<file path="config.mk">
export PLATFORM = sky130hd
export DESIGN_NAME = dual_rail_vector_driver
export DESIGN_NICKNAME = d
export VERILOG_FILES = /design/src/rtl/dual_rail_vector_driver.sv
export SDC_FILE = /design/constraint.sdc
export NUM_CORES = 1
export LEC_CHECK = 0
export ABC_AREA = 1
export BUFFER_PORTS_ARGS = -buffer_cell sky130_fd_sc_hd__buf_2
export CORE_UTILIZATION = 41
export DETAILED_ROUTE_END_ITERATION = 8
export HOLD_SLACK_MARGIN = 0.05
export PLACE_DENSITY = 0.64
export SKIP_LAST_GASP = 1
export SLEW_MARGIN = 0
export SYNTH_ARGS = -nofsm -noshare
export SYNTH_HDL_FRONTEND = slang
export SYNTH_SLANG_ARGS = --single-unit
</file>
<file path="constraint.sdc">
create_clock -name clk -period 2.5 [get_ports clk]
set_input_delay 0.25 -clock clk [delete_from_list [all_inputs] [get_ports clk]]
set_output_delay 0.25 -clock clk [all_outputs]
set_load 0.05 [all_outputs]
</file>
<file path="src/rtl/dual_rail_vector_driver.sv">
// Purpose : drives all 16 dual-rail vectors into a 4-input gate, samples its output, scores it against GOLDEN.
// Latency : start -> done is 1+16*(SETTLE_CYC+1) cycles (1+16*(SETTLE_CYC+3) with DRV_SYNC_EN).
// Backpr. : none; start is ignored while busy or during FIN, and abort wins over start and over sampling.
//
// Ports:
//   clk, rst_n            clock (rising edge), asynchronous active-low reset
//   start, abort          sweep request (honoured only when idle), synchronous abort
//   dut_out               output of the gate under test
//   A..D / notA..notD     registered true / complement rails, always strictly complementary
//   busy, done            sweep in progress, 1-cycle pulse at the end of a completed sweep
//   pass, fail_count,     results of the current/last sweep; held until the next start
//   first_fail_idx, observed
//
// Optional feature: define DRV_SYNC_EN to pass dut_out through a 2-flop synchronizer before the
// compare; each DRIVE phase then lasts two extra cycles so the sampled value belongs to the held vector.

module dual_rail_vector_driver #(
    parameter int unsigned SETTLE_CYC = 4,
    parameter logic [15:0] GOLDEN     = 16'hFC51
) (
    input  logic        clk,
    input  logic        rst_n,
    input  logic        start,
    input  logic        abort,
    input  logic        dut_out,
    output logic        A,
    output logic        B,
    output logic        C,
    output logic        D,
    output logic        notA,
    output logic        notB,
    output logic        notC,
    output logic        notD,
    output logic        busy,
    output logic        done,
    output logic        pass,
    output logic [4:0]  fail_count,
    output logic [3:0]  first_fail_idx,
    output logic [15:0] observed
);

    typedef enum logic [1:0] {
        S_IDLE,
        S_DRIVE,
        S_SAMPLE,
        S_FIN
    } state_t;

    logic samp;

`ifdef DRV_SYNC_EN
    localparam int unsigned DRIVE_CYC = SETTLE_CYC + 2;

    logic [1:0] sync_q;

    always_ff @(posedge clk or negedge rst_n) begin
        if (!rst_n) begin
            sync_q <= 2'b00;
        end else begin
            sync_q <= {sync_q[0], dut_out};
        end
    end

    assign samp = sync_q[1];
`else
    localparam int unsigned DRIVE_CYC = SETTLE_CYC;

    assign samp = dut_out;
`endif

    // DRIVE_CYC can reach 257, so the settle counter is 9 bits wide.
    localparam logic [8:0] CNT_LAST = 9'(DRIVE_CYC - 1);

    state_t      state_q, state_d;
    logic [3:0]  idx_q, idx_d;
    logic [8:0]  cnt_q, cnt_d;
    logic [3:0]  rail_q, rail_d;
    logic [3:0]  nrail_q;
    logic [4:0]  fc_q, fc_d;
    logic [3:0]  ffi_q, ffi_d;
    logic [15:0] obs_q, obs_d;
    logic        pass_q, pass_d;
    logic        mism;

    // The complement rails get their own flops (loaded with ~rail_d) so that both rails
    // switch on the same clock edge instead of one trailing the other through an inverter.
    always_ff @(posedge clk or negedge rst_n) begin
        if (!rst_n) begin
            state_q <= S_IDLE;
            idx_q   <= 4'd0;
            cnt_q   <= 9'd0;
            rail_q  <= 4'h0;
            nrail_q <= 4'hF;
            fc_q    <= 5'd0;
            ffi_q   <= 4'd0;
            obs_q   <= 16'h0000;
            pass_q  <= 1'b0;
        end else begin
            state_q <= state_d;
            idx_q   <= idx_d;
            cnt_q   <= cnt_d;
            rail_q  <= rail_d;
            nrail_q <= ~rail_d;
            fc_q    <= fc_d;
            ffi_q   <= ffi_d;
            obs_q   <= obs_d;
            pass_q  <= pass_d;
        end
    end

    always_comb begin
        state_d = state_q;
        idx_d   = idx_q;
        cnt_d   = cnt_q;
        rail_d  = rail_q;
        fc_d    = fc_q;
        ffi_d   = ffi_q;
        obs_d   = obs_q;
        pass_d  = pass_q;
        mism    = samp ^ GOLDEN[idx_q];

        case (state_q)
            S_IDLE: begin
                if (start && !abort) begin
                    state_d = S_DRIVE;
                    idx_d   = 4'd0;
                    cnt_d   = 9'd0;
                    rail_d  = 4'h0;
                    fc_d    = 5'd0;
                    ffi_d   = 4'd0;
                    obs_d   = 16'h0000;
                    pass_d  = 1'b0;
                end
            end

            S_DRIVE: begin
                if (abort) begin
                    state_d = S_IDLE;
                    rail_d  = 4'h0;
                    pass_d  = 1'b0;
                end else if (cnt_q == CNT_LAST) begin
                    state_d = S_SAMPLE;
                end else begin
                    cnt_d = cnt_q + 9'd1;
                end
            end

            S_SAMPLE: begin
                if (abort) begin
                    state_d = S_IDLE;
                    rail_d  = 4'h0;
                    pass_d  = 1'b0;
                end else begin
                    obs_d[idx_q] = samp;
                    if (mism) begin
                        fc_d = fc_q + 5'd1;
                        if (fc_q == 5'd0) begin
                            ffi_d = idx_q;
                        end
                    end
                    if (idx_q == 4'd15) begin
                        // pass is registered on FIN entry so it is valid alongside done.
                        state_d = S_FIN;
                        pass_d  = (fc_d == 5'd0);
                    end else begin
                        state_d = S_DRIVE;
                        idx_d   = idx_q + 4'd1;
                        rail_d  = idx_q + 4'd1;
                        cnt_d   = 9'd0;
                    end
                end
            end

            S_FIN: begin
                state_d = S_IDLE;
                rail_d  = 4'h0;
            end

            default: begin
                state_d = S_IDLE;
                rail_d  = 4'h0;
            end
        endcase
    end

    assign {A, B, C, D}             = rail_q;
    assign {notA, notB, notC, notD} = nrail_q;
    assign busy                     = (state_q == S_DRIVE) || (state_q == S_SAMPLE);
    assign done                     = (state_q == S_FIN);
    assign pass                     = pass_q;
    assign fail_count               = fc_q;
    assign first_fail_idx           = ffi_q;
    assign observed                 = obs_q;

endmodule

</file>
==> impl_metrics.json, run 1 <==
{
  "met3_length_um": 185,
  "initialDrtViolationCount": 98,
  "worstSetupStartpointType": "register",
  "root_buffer": "clkbuf_8",
  "die_w_um": 82.87,
  "layout-drive-gt1-share_pct": 19.68,
  "cts.sink_count": 49,
  "reg2reg_slack_ps": 450,
  "leakage_nw": 1.565,
  "synth_flop_cell": "dfrtp_1",
  "whs_ps": 400.9,
  "synth_area_per_cell_sq_um": 8.101,
  "routed_wl_um": 5909,
  "remaining_drc_errors": 0,
  "topRoutingLayerUsed": "met4",
  "status": "finished clean",
  "grt_overflow": 0,
  "antenna_found_initial": 0,
  "ios": 41,
  "cellPowerDensity_nw_per_um2": 928.5,
  "syn_area_sq_um": 2681,
  "nets": 391,
  "final_util_pct": 48.95,
  "area_growth_pct": 15.26,
  "tightest_slew_ps": 647.0,
  "grt_pass1_vias": 2238,
  "die_area_sq_um": 6867,
  "clk-insertion-delay-late_ps": 300,
  "synth_seq_area_share_pct": 45.92,
  "path_class": "register to register",
  "fin_crit_sh_pct": 81.92,
  "cp_max_fo": 16,
  "synth_top_area_share_pct": 42.00,
  "cts_tree": "yes",
  "grt_pass1_wl_um": 10310,
  "yosysWarnings": 0,
  "cts_buffers": 5,
  "rsz0062_at_grt": "false",
  "rows": 29,
  "vias_per_cell": 4.958,
  "postPlaceCellArea_sq_um": 2960,
  "drv_slew": 0,
  "synth.distinct_cells": 33,
  "fin_skew_ps": 8.326,
  "slew_headroom_pct": 56.74,
  "synth-seq-cells": 49,
  "yosysTopAreaCell": "dfrtp_1",
  "stdcell_area_sq_um": 3090,
  "synth_fp_nets": 347,
  "setup-tns-final_ps": 0,
  "place_congestion": 0.8645,
  "min_period_ps": 2048,
  "fillers": 661,
  "setup_viol": 0,
  "cp.arrival_ps": 2260,
  "cts_setup_buffers": 0,
  "start_util_pct": 42.47,
  "clockBufferDepth": 2,
  "synth_commonest_cells": "nand2_1, dfrtp_1, inv_1, nand3_1, o22ai_1",
  "wl_per_cell_um": 13.04,
  "synthArstFlopShare_pct": 100.0,
  "coreArea_sq_um": 6314,
  "synth-edff-count": 0,
  "clk_pin_slew_worst_paths_ps": 90,
  "drt_first_pass_iters": 4,
  "io_buffer_count": 40,
  "yosys.cell_count.top_type": "nand2_1",
  "htreeDepth": 2,
  "track_usage_pct": 18.27,
  "antennaDiodeCount": 0,
  "hold_viol": 0,
  "syn_inst": 331,
  "hold_path_class": "input pin to register",
  "route.vias.total": 2246,
  "synthTopCellsByArea": "dfrtp_1, nand2_1, inv_1, ha_1, nand3_1",
  "die_y_um": 82.87,
  "maxClockFrequency_ghz": 0.4883,
  "grt_max_degree": 26,
  "wl_met1_um": 3038,
  "vdd_drop_max_mv": 0.6482,
  "drv_cap": 0,
  "cp_data_required_time_ps": 2710,
  "dp_hpwl_um": 4477,
  "end_kind": "register",
  "wl_met2_um": 2647,
  "ant_nets": 0
}
-- registers in the layout (all words and copies together) (netlist names) --
name and flops:
observed 16, cnt_q 9, fail_count 5, first_fail_idx 4, idx_q 4, nrail_q 4
rail_q 4, state_q 2, pass 1
-- power by group --
| part | internal, W | total (W) | leakage, nW | switching (W) |
|---|---|---|---|---|
| Clock | 0.000325 | 0.000594 | 0.0574 | 0.000268 |
| Combinational | 0.000377 | 0.00133 | 0.841 | 0.000949 |
| Sequential | 0.000870 | 0.000949 | 0.667 | 0.0000792 |
-- cells in the final DEF (no fill, tap or decap), types with 2 or more instances in the layout --
cell type,netlist,routed
o21ai_2,2,2
nand2_1,77,77
nand3_1,25,25
buf_2,2,40
nand3b_1,2,2
inv_1,45,45
dfstp_2,4,4
nor2_1,16,16
nand2_2,6,6
xor2_1,7,7
inv_2,3,3
a22oi_1,2,2
nand3_2,2,2
clkbuf_8,0,6
o21ai_1,9,10
nor3_1,4,4
ha_1,11,11
dfrtp_1,45,45
o22ai_1,20,20
a21oi_1,16,16
buf_4,1,5
o21ai_0,15,14
or2_2,2,2
-- layout make-up --
cell class	count	area (sq um)	area share [%]
well taps	77	96.34	3.117
clock inverters	2	37.54	1.215
flip-flops and latches	49	1231	39.84
inverters	48	180.2	5.830
clock buffers	6	82.58	2.672
repair buffers	46	247.7	8.016
multi-input cells	225	1215	39.31
-- stage by stage --
step           total power (W)  worst slack (ps)  cells
3_5_place_dp          0.002287             462.8    444
4_1_cts               0.002888             430.5    453
5_1_grt               0.003089             230.3    453
6_report              0.002870             452.1    453
2_1_floorplan         0.002013             820.1    331
3_3_place_gp          0.002268             590.0    444
-- kinds of logic (layout without fill, tap and decap cells) --
logic type,Yosys count,in the layout,synth area share (%)
adders and majority gates,11,11,5.133
xor gates and xnor gates,8,8,2.613
buffers and inverters,57,102,8.773
AOI/OAI and AO/OA,67,67,14.23
and+or+nand+nor,139,139,23.33
DFF,49,49,45.92
-- layer usage --
layer | vias to the layer above | track usage [%]
met5 | - | 0
met4 | 0 | 5.799
met3 | 4 | 3.082
met2 | 48 | 28.24
met1 | 1020 | 26.19
li1 | 1174 | -
-- path summary, 6_finish.rpt --
kind | to | cells past startpoint | from
max | observed[1]$_DFFE_PN0P_ | 5 | state_q[0]$_DFFE_PN0P_
min | idx_q[2]$_DFFE_PN0P_ | 4 | abort
max reg2reg | observed[1]$_DFFE_PN0P_ | 5 | state_q[0]$_DFFE_PN0P_
min reg2reg | nrail_q[0]$_DFF_PN1_ | 1 | rail_q[0]$_DFF_PN0_
max in group asynchronous | nrail_q[2]$_DFF_PN1_ | 3 | rst_n
min in group asynchronous | observed[3]$_DFFE_PN0P_ | 2 | rst_n
-- worst max-delay path, cell delays in order (launching register included) --
cell and delay, ps:
dfrtp_1 410, inv_1 80, ha_1 260, o21ai_0 300
nand3_1 530, o22ai_1 380
-- what timing repair did --
action                                 4_1_cts  5_1_grt
endpoints found under the hold margin       23        0
resized for setup                            0        0
hold buffers                                 1        0
setup endpoints to repair                    0        0
Power figures use the tool's default switching activity.
==> run 2: changes to the inputs <==
ABC_AREA = 0   (was 1)
PLACE_DENSITY = 0.63   (was 0.64)
clock period = 1.9 ns   (was 2.5 ns; I/O delays follow)
==> impl_metrics.json, run 2 <==
{
  "status": "finished clean",
  "cp_data_required_time_ps": 2150,
  "antennaDiodeCount": 0,
  "layout_setup_ws_ps": 43.31,
  "synth_commonest_cells": "dfrtp_1, o21ai_0, nand2_1, inv_1, a21boi_0",
  "synth-seq-cells": 49,
  "crit_path_cell_trace": "buf_4, ha_4, buf_4, nand2_2, o2111ai_4, buf_6, or3_1, a21oi_2",
  "cts_tree": "yes",
  "synth_fp_nets": 313,
  "cts_buffers": 5,
  "pre_cts_ws_ps": -30.93,
  "synth.distinct_cells": 53,
  "yosys.cell_count.top_type": "dfrtp_1",
  "synthArstFlopShare_pct": 100.0,
  "setup_viol": 0,
  "antenna_found_initial": 0,
  "min_period_ps": 1857,
  "maxClockFrequency_ghz": 0.5386,
  "fin_crit_sh_pct": 97.72,
  "ant_nets": 0,
  "synth_top_area_share_pct": 39.84,
  "synth_flop_cell": "dfrtp_1",
  "leakage_nw": 1.645,
  "track_usage_pct": 19.41,
  "place_congestion": 0.8772,
  "yosysWarnings": 0,
  "grt_pass1_wl_um": 10990,
  "cpMostUsedCell": "buf_4",
  "syn_area_sq_um": 2826,
  "remaining_drc_errors": 0,
  "die_y_um": 85.03,
  "final_cell_mix": "dfrtp_1, buf_4, buf_2",
  "htreeDepth": 2,
  "dp.cells": 440,
  "ios": 41,
  "synthTopCellsByArea": "dfrtp_1, o21ai_0, ha_1, a21boi_0, dfstp_2",
  "cp.arrival_ps": 2100,
  "largest_register_ffs": 16,
  "worstSetupStartpointType": "register",
  "hold_path_class": "input pin to register",
  "wl_per_cell_um": 14.92,
  "critPathSlowestCell": "dfrtp_1",
  "slew_headroom_pct": 63.41,
  "io_buffer_count": 40,
  "whs_ps": 253.2,
  "cellPowerDensity_nw_per_um2": 1065,
  "clk_pin_slew_worst_paths_ps": 90,
  "route.vias.total": 2460,
  "grt_max_degree": 27,
  "start_util_pct": 43.52,
  "dp_hpwl_um": 5068,
  "initialDrtViolationCount": 143,
  "postPlaceCellArea_sq_um": 3382,
  "cts.sink_count": 49,
  "clk-insertion-delay-late_ps": 320,
  "stdcell_area_sq_um": 3611,
  "drt_first_pass_iters": 4,
  "routed_wl_um": 6760,
  "multiInputGateArea_sq_um": 1538,
  "grt_pass1_vias": 2269,
  "area_growth_pct": 27.76,
  "fin_skew_ps": 8.438,
  "ff_latch_area_sq_um": 1231,
  "vdd_drop_max_mv": 0.4736,
  "synth_seq_area_share_pct": 43.56,
  "synth-edff-count": 0,
  "nets": 391,
  "hold_viol": 0,
  "drv_slew": 0,
  "synth_area_per_cell_sq_um": 9.517,
  "clockBufferDepth": 2,
  "fillers": 590,
  "drv_cap": 0,
  "end_kind": "register",
  "die_area_sq_um": 7230,
  "root_buffer": "clkbuf_8",
  "grt_overflow": 0,
  "final_cell_count_no_fill": 453,
  "rows": 29,
  "cp_max_fo": 12,
  "vias_per_cell": 5.430,
  "max_stage_delay_ps": 410,
  "syn_inst": 297,
  "coreArea_sq_um": 6495,
  "crit_buf_inv": 3,
  "yosysTopAreaCell": "dfrtp_1",
  "path_delay_family": "buffers and inverters",
  "rsz0062_at_grt": "true",
  "path_class": "register to register",
  "tightest_slew_ps": 548.8,
  "layout-drive-gt1-share_pct": 35.64,
  "setup-tns-final_ps": 0,
  "die_w_um": 85.03
}
[run 2: final timing paths]
path	from	to	slack, ps	cells past startpoint
worst min register to register	rail_q[0]$_DFF_PN0_	nrail_q[0]$_DFF_PN1_	430	1
max in group asynchronous	rst_n	nrail_q[3]$_DFF_PN1_	920	3
worst max-delay path	state_q[1]$_DFFE_PN0P_	cnt_q[4]$_DFFE_PN0P_	40	8
min in group asynchronous	rst_n	observed[1]$_DFFE_PN0P_	380	2
worst max register to register	state_q[1]$_DFFE_PN0P_	cnt_q[4]$_DFFE_PN0P_	40	8
worst min-delay path	abort	state_q[1]$_DFFE_PN0P_	250	2
[run 2: per-layer routing]
metal / vias to the layer above / share of wire, % / track usage [%]
met5: - / 0 / 0
met4: 0 / 1.6 / 6.780
met3: 10 / 3.9 / 3.696
met2: 56 / 46 / 30.57
met1: 1152 / 49 / 26.80
li1: 1242 / - / -
[run 2: report_power, final]
part / internal (W) / switching, W
Combinational: 0.000863 / 0.00113
Sequential: 0.00112 / 0.0000546
Clock: 0.000300 / 0.000375
Total: 0.00228 / 0.00156
[run 2: final cells by class]
type	instances	share of cell area, %
well taps	77	2.668
clock buffers	6	2.287
flip-flops and latches	49	34.10
clock inverters	2	0.4505
multi-input cells	213	42.58
repair buffers	88	16.04
inverters	18	1.871
[run 2: logic make-up after synthesis]
group	after synthesis	synth area share (%)
compound gates	107	26.34
xor+xnor	3	0.9298
fa+ha+maj	11	4.869
buf+inv	35	5.799
flops	49	43.56
mux	4	1.417
simple gates	88	17.09
[run 2: repair_timing]
| action | in CTS | in global routing |
|---|---|---|
| hold buffers | 1 | 0 |
| gates cloned | 0 | 0 |
| buffers inserted | 1 | 3 |
| endpoints found under the hold margin | 22 | 0 |
| endpoints found under the setup margin | 7 | 22 |
| pin swaps | 0 | 6 |
| resized for setup | 2 | 20 |
[run 2: through the flow]
| stage | power, W | utilization [%] |
|---|---|---|
| CTS | 0.003740 | 54.06 |
| detailed placement | 0.003017 | 52.07 |
| floorplan | 0.002428 | - |
| global placement | 0.002992 | 52.07 |
| finish | 0.003844 | 55.60 |
| global route | 0.004091 | 55.60 |
==> run 3: changes to the inputs <==
CELL_PAD_IN_SITES_DETAIL_PLACEMENT = 1   (was default)
CELL_PAD_IN_SITES_GLOBAL_PLACEMENT = 1   (was default)
PLACE_DENSITY = 0.78   (was 0.63)
REMOVE_ABC_BUFFERS = 1   (was default)
==> impl_metrics.json, run 3 (synthesis results as in run 2) <==
{
  "largest_register_ffs": 16,
  "rsz0062_at_grt": "true",
  "layout_setup_ws_ps": -47.68,
  "maxClockFrequency_ghz": 0.5134,
  "fin_skew_ps": 8.542,
  "nets": 408,
  "ios": 41,
  "tightest_slew_ps": 641.9,
  "final_common_cell": "buf_4",
  "fin_crit_sh_pct": 102.5,
  "routed_wl_um": 8869,
  "dp_hpwl_um": 5854,
  "wl_met1_um": 3948,
  "initialDrtViolationCount": 102,
  "vdd_drop_max_mv": 0.5236,
  "antennaDiodeCount": 0,
  "met3_length_um": 248,
  "violations": "negative setup slack",
  "coreArea_sq_um": 6495,
  "remaining_drc_errors": 0,
  "ff_latch_area_sq_um": 1231,
  "layout-drive-gt1-share_pct": 39.44,
  "rows": 29,
  "ant_nets": 0,
  "worstSetupStartpointType": "register",
  "hold_path_class": "input pin to register",
  "cp_max_fo": 10,
  "cts_tree": "yes",
  "multiInputGateArea_sq_um": 1582,
  "leakage_nw": 1.731,
  "slew_headroom_pct": 57.21,
  "clockBufferDepth": 2,
  "place_congestion": 0.8168,
  "cts_buffers": 5,
  "status": "complete, but fails checks",
  "grt_pass1_vias": 2702,
  "cellPowerDensity_nw_per_um2": 1100,
  "die_w_um": 85.03,
  "drt_first_pass_iters": 4,
  "grt_overflow": 0,
  "vias_per_cell": 5.745,
  "hold_viol": 0,
  "io_buffer_count": 40,
  "wl_met2_um": 4508,
  "cp_data_required_time_ps": 2090,
  "wl_per_cell_um": 18.87,
  "drv_cap": 0,
  "route.vias.total": 2700,
  "area_growth_pct": 32.98,
  "clk_pin_slew_worst_paths_ps": 90,
  "dp.cells": 444,
  "grt_pass1_wl_um": 13790,
  "cts.sink_count": 49,
  "min_period_ps": 1948,
  "htreeDepth": 2,
  "clk-insertion-delay-late_ps": 310,
  "final_cell_mix": "buf_4, dfrtp_1, buf_2",
  "drv_slew": 0,
  "topRoutingLayerUsed": "met4",
  "fillers": 760,
  "end_kind": "register",
  "die_area_sq_um": 7230,
  "cp.arrival_ps": 2140,
  "root_buffer": "clkbuf_8",
  "antenna_found_initial": 0,
  "setup_viol": 4,
  "die_y_um": 85.03,
  "grt_max_degree": 29,
  "path_class": "register to register",
  "track_usage_pct": 24.14,
  "final_cell_count_no_fill": 470,
  "start_util_pct": 43.52,
  "pre_cts_ws_ps": -206.7
}
[run 3: repair_timing]
item	in CTS	in global routing
pin swaps	5	14
gates cloned	1	0
endpoints found under the setup margin	19	29
hold endpoints to repair	22	0
hold buffers	1	0
resized for setup	14	23
setup buffers	7	9
[run 3: metal layers]
layer	track usage, %	vias to the layer above
met4	5.701	0
met1	32.84	1342
li1	-	1280
met5	0	-
met2	40.98	64
met3	3.210	14
[run 3: where the power goes]
part	internal (W)	switching (W)
clock network	0.000256	0.000359
registers	0.00112	0.0000705
logic	0.00103	0.00130
total	0.00241	0.00173
[run 3: cell type report]
cell class / instances / area share (%)
inverters: 18 / 1.798
multi-input cells: 214 / 42.08
flip-flops and latches: 49 / 32.76
clock buffers: 6 / 1.931
well taps: 77 / 2.563
clock inverters: 2 / 0.2663
repair buffers: 104 / 18.61
[run 3: final timing paths]
kind	startpoint	endpoint	slack, ps	depth (start not counted)
min	abort	state_q[1]$_DFFE_PN0P_	260	2
min reg2reg	rail_q[0]$_DFF_PN0_	nrail_q[0]$_DFF_PN1_	460	1
min in group asynchronous	rst_n	rail_q[2]$_DFF_PN0_	430	2
max in group asynchronous	rst_n	idx_q[1]$_DFFE_PN0P_	830	3
max reg2reg	state_q[0]$_DFFE_PN0P_	observed[11]$_DFFE_PN0P_	-50	8
max	state_q[0]$_DFFE_PN0P_	observed[11]$_DFFE_PN0P_	-50	8
[run 3: worst max-delay path: stages, from the launching register on]
cell and delay [ps]:
dfrtp_1 400, inv_2 110, ha_4 200, buf_4 130
mux2i_1 70, or2_1 320, buf_4 220, o21ai_0 250
o31ai_1 110
[run 3: per-stage QoR]
step / cell area, sq um / power, W / setup TNS, ps / util, % / hold slack, ps
after floorplan: 2730 / 0.002304 / -9170 / - / -105.6
after global placement: 3392 / 0.003029 / -29.12 / 52.23 / 249.7
after detailed placement: 3392 / 0.003098 / -565.1 / 52.23 / 247.2
after CTS: 3601 / 0.003934 / -101.1 / 55.44 / 262.1
after global routing: 3759 / 0.004364 / -1349 / 57.87 / 278.0
final: 3759 / 0.004135 / -115.0 / 57.87 / 264.5
